--- src/rtl/mult_add.sv ---
// mult_add: single-lane signed integer ALU with fused multiply-accumulate.
//
// Each clock edge loads one result into the accumulator register, and data_o
// shows that register. In plain mode the lane adds or subtracts a_i and b_i.
// In FMA mode it either loads the product a_i*b_i (first element), or it adds
// the product to the accumulator or subtracts it from the accumulator.
//
// Ports:
//   clk_i            clock, rising edge
//   reset_i          asynchronous active-high reset (acc = 0, overflow = 0)
//   a_i, b_i         signed operands, vdw_p bits
//   alu_op_i         0 = add, 1 = subtract
//   use_fma_i        1 = multiply-accumulate mode
//   fma_first_i      load product instead of accumulating (FMA mode only)
//   data_o           registered result / accumulator
//   flag_overflow_o  registered signed-overflow flag of the last operation
//   flag_zero_o      data_o == 0
//   flag_negative_o  sign bit of data_o
module mult_add #(
  parameter int vdw_p = 32
) (
  input  logic             clk_i,
  input  logic             reset_i,
  input  logic [vdw_p-1:0] a_i,
  input  logic [vdw_p-1:0] b_i,
  input  logic             alu_op_i,
  input  logic             use_fma_i,
  input  logic             fma_first_i,
  output logic [vdw_p-1:0] data_o,
  output logic             flag_overflow_o,
  output logic             flag_zero_o,
  output logic             flag_negative_o
);

  localparam int W = vdw_p;

  logic [W-1:0] acc_reg, acc_next;
  logic         ovf_reg, ovf_next;

  // Full-width signed product. Both operands are sign-extended to 2W bits,
  // so the multiply is exact.
  logic signed [2*W-1:0] a_ext, b_ext, prod_full;
  logic [W-1:0]          product;
  logic                  prod_ovf;

  assign a_ext     = {{W{a_i[W-1]}}, a_i};
  assign b_ext     = {{W{b_i[W-1]}}, b_i};
  assign prod_full = a_ext * b_ext;
  assign product   = prod_full[W-1:0];

  // The product fits in W bits only when the upper W+1 bits are all copies
  // of the sign bit.
  assign prod_ovf = ~((&prod_full[2*W-1:W-1]) | ~(|prod_full[2*W-1:W-1]));

  // Plain mode and FMA accumulate share one adder. In FMA mode the
  // accumulator takes A's place and the product takes B's place.
  logic [W-1:0] opnd_x, opnd_y, sum;
  logic         sx, sy, sr, arith_ovf;

  assign opnd_x = use_fma_i ? acc_reg : a_i;
  assign opnd_y = use_fma_i ? product : b_i;
  assign sum    = alu_op_i ? (opnd_x - opnd_y) : (opnd_x + opnd_y);

  assign sx = opnd_x[W-1];
  assign sy = opnd_y[W-1];
  assign sr = sum[W-1];

  // Add overflows when the operand signs match and the result sign differs.
  // Subtract overflows when the operand signs differ and the result sign
  // differs from the minuend.
  assign arith_ovf = alu_op_i ? ((sx != sy) && (sr != sx))
                              : ((sx == sy) && (sr != sx));

  always_comb begin
    acc_next = sum;
    ovf_next = arith_ovf;
    if (use_fma_i) begin
      if (fma_first_i) begin
        acc_next = product;
        ovf_next = prod_ovf;
      end else begin
        ovf_next = prod_ovf | arith_ovf;
      end
    end
  end

  always_ff @(posedge clk_i or posedge reset_i) begin
    if (reset_i) begin
      acc_reg <= '0;
      ovf_reg <= 1'b0;
    end else begin
      acc_reg <= acc_next;
      ovf_reg <= ovf_next;
    end
  end

  assign data_o          = acc_reg;
  assign flag_overflow_o = ovf_reg;
  assign flag_zero_o     = (acc_reg == '0);
  assign flag_negative_o = acc_reg[W-1];

endmodule

--- config.mk ---
export PLATFORM = sky130hd
export DESIGN_NAME = mult_add
export DESIGN_NICKNAME = d
export VERILOG_FILES = /design/src/rtl/mult_add.sv
export SDC_FILE = /design/constraint.sdc
export NUM_CORES = 2
export LEC_CHECK = 0
export ABC_AREA = 1
export CAP_MARGIN = 20
export CORE_MARGIN = 2
export CORE_UTILIZATION = 40
export DETAILED_ROUTE_END_ITERATION = 12
export GPL_TIMING_DRIVEN = 1
export PLACE_DENSITY = 0.6
export SLEW_MARGIN = 25
export SYNTH_ARGS = -nofsm -noshare
export SYNTH_HDL_FRONTEND = slang
export SYNTH_SLANG_ARGS = --single-unit
--- constraint.sdc ---
create_clock -name clk_i -period 3.4 [get_ports clk_i]
set_input_delay 0.85 -clock clk_i [delete_from_list [all_inputs] [get_ports clk_i]]
set_output_delay 0.85 -clock clk_i [all_outputs]
set_load 0.05 [all_outputs]
==> flow_summary.toml <==
[cts]
clock-sinks = 33
h-tree-depth = 2
cts_tree = "done"
cts_hold_buf = 0
root_buffer = "clkbuf_16"
clk_pin_slew_ps = 60
cts_max_path_buffers = 2
clkLatencyLatePin_ps = 300
cts_inserted_buffers = 5

[logic_synthesis]
seq_area_frac_synth_pct = 1.85
synth_ff_type = "dfrtp_1"
synth_simple_gate_area_share_pct = 19.7
synthArstFlopShare_pct = 100
synth_xor_area_share_pct = 1.24
syn_area_sq_um = 44600
synthAdderAreaFrac_pct = 54.7
syn_avg_cell_area_sq_um = 7.25
synth-edff-count = 0
synth.ff_latch_count = 33
synth_top_cell_by_area = "fa_1"
synth_top_family_by_area = "adder cells"
syn_nets = 7515
synthDistinctLibCells = 44
synth-compound-area-share_pct = 2.91
yosysTopAreaCellShare_pct = 48.6
syn-instance-count = 6147
yosysWarnings = 0
yosysMostFrequentCell = "inv_1"
synthTopCellsByArea = "fa_1, inv_1, nand2_1, ha_1, clkbuf_1"
synthTopCellsByCount = "inv_1, nand2_1, fa_1, clkbuf_1, nor2_1"
synthMuxAreaShare_pct = 0.0674

[global_route]
grt_pass1_vias = 44500
grt_max_degree = 43
grtUsageMet1_pct = 40.1
antenna_found_initial = 11
gr-usage-met2_pct = 47.1
track_usage_pct = 28.7
met3_usage_pct = 3.12
overflow = 0
grt_pass1_wl_um = 250000
grt_busiest_layer = "met2"

[hold_path]
holdPathStages = 3
hold_class = "reg -> reg"
hold_end = "data_o[0]"
worst_hold_startpoint = "data_o[0]"

[floorplanning]
die_h_um = 338
start_util_pct = 40.3
die-area_sq_um = 114000
io_pins = 104
rows = 122
die_x_um = 338
floorplan.core_area_sq_um = 111000

[detailed_routing]
vias = 41400
avgRoutedWirePerCell_um = 18.5
drtIter0Drc = 2869
dr.pass1.iters = 6
avgViaCountPerCell = 4.79
route.detailed.drc = 0
ant_nets = 0
wl_um = 160000

[sta]
setup_viol = 31
final_hold_viol_count = 0
fmax_ghz = 0.115
layout_min_cycle_time_ps = 8670
rsz0062_at_grt = "true"
fin_hold_ws_ps = 897
layout_setup_ws_ps = -5270
fin_crit_sh_pct = 255
tns_ps = -126590
drv_slew = 0
fin_worst_skew_ps = 7.32
worstMarginPinSlew_ps = 589
slew_headroom_pct = 60.6

[finish]
nets = 8515
final-seq-area_sq_um = 826
drive_above_1_share_pct = 27.0
synthToLayoutAreaGrowth_pct = 36.0
num-fill-cells = 10100
multiInputGateArea_sq_um = 38200

[critical_path]
cp.required_ps = 3580
critPathKind = "in -> reg"
cp.arrival_ps = 8860
r2r_cells = 19
critPathCaptureType = "flop"
slowest_delay_ps = 600
rr_startpoint = "data_o[0]"
reg2reg_to = "data_o[18]"
timing.critical_path.fanout_max = 6
r2r_slack_ps = 360
slowest_stage = "fa_2"
critPathLaunchType = "primary input"

[flow_run]
maxCapViolCount = 0

[placement]
gp_congestion = 0.966
dpl.hpwl_um = 131000
io_buffers = 103

[outcome]
status = "finished, violations left"
violations = "setup timing"
## logic make-up (layout without fill, tap and decap cells)
kind of cell | count (synthesis) | in the layout
buffers and inverters | 2312 | 3313
and+or+nand+nor | 2207 | 2207
adders and majority gates | 1299 | 1299
AOI/OAI and AO/OA | 230 | 230
xor gates and xnor gates | 63 | 63
DFF | 33 | 33
muxes | 3 | 3
other | 0 | 7
## layout make-up
| class | instances | share of cell area (%) |
|---|---|---|
| antenna | 7 | 0.0289 |
| clock buffer | 6 | 0.213 |
| clock inverter | 2 | 0.0165 |
| inverter | 2036 | 12.6 |
| multi-input combinational | 3802 | 63.0 |
| sequential | 33 | 1.36 |
| tap | 1488 | 3.07 |
| timing repair buffer | 1269 | 19.7 |
## per-layer routing
layer | wire, um | part of all wire, %
met1 | 68700 | 43
met2 | 74300 | 46
met3 | 11400 | 7.1
met4 | 5730 | 3.6
met5 | 11 | 0.0069
## stage by stage
step	utilization, %	worst slack, ps	cell area, sq um	instances
2_1_floorplan	-	-4920	46100	6147
3_3_place_gp	48.8	-6180	54100	8272
3_5_place_dp	48.8	-6250	54100	8272
4_1_cts	53.5	-5190	59200	8600
5_1_grt	54.8	-5650	60600	8641
6_report	54.8	-5270	60600	8643
## worst max-delay path, delay by kind of cell
| kind | cells | cell delay (ps) |
|---|---|---|
| XOR/XNOR | 1 | 150 |
| AND/OR/NAND/NOR | 17 | 1640 |
| AO/OA/AOI/OAI | 4 | 550 |
| buffers and inverters | 10 | 920 |
| adder cells (fa/ha/maj) | 10 | 4740 |
## registers in the layout, indices dropped and copies added (netlist names)
name,cells
flag_overflow_o,1
data_o,32
## worst max-delay path by stage
stage	startpoint	to	cells past startpoint
6_report	a_i[15]	flag_overflow_o	42
2_1_floorplan	a_i[11]	flag_overflow_o	47
5_1_grt	b_i[14]	data_o[31]	45
3_3_place_gp	a_i[12]	flag_overflow_o	45
4_1_cts	b_i[7]	flag_overflow_o	45
3_5_place_dp	a_i[13]	data_o[28]	43
## cell usage in the layout (no fill, tap or decap), types with 18 or more instances in the layout
cell,Yosys,layout
inv_1,2025,1881
nand2_1,1721,1521
fa_1,1083,1020
buf_4,2,892
nor2_1,221,182
buf_6,0,170
nand2_2,9,150
ha_1,216,147
inv_2,8,146
nand3_1,145,109
buf_12,0,95
ha_4,0,64
fa_2,0,63
a21oi_1,103,62
nand2_4,0,56
clkdlybuf4s50_1,0,49
nand4_1,40,40
nor2_4,2,34
dfrtp_1,33,33
xor2_1,38,31
o21ai_0,60,31
nand3_2,5,30
a21oi_2,2,28
o21ai_2,10,18
## what timing repair did
| item | in CTS | in global routing |
|---|---|---|
| resized for setup | 829 | 315 |
| gates cloned | 18 | 0 |
| endpoints found under the setup margin | 32 | 32 |
| hold endpoints to repair | 0 | 0 |
| pin swaps | 346 | 160 |
| buffers inserted | 316 | 54 |
Power is left out: the tool's default activity adds up to more than one toggle a clock period on the data nets, which glitch-free logic cannot reach.
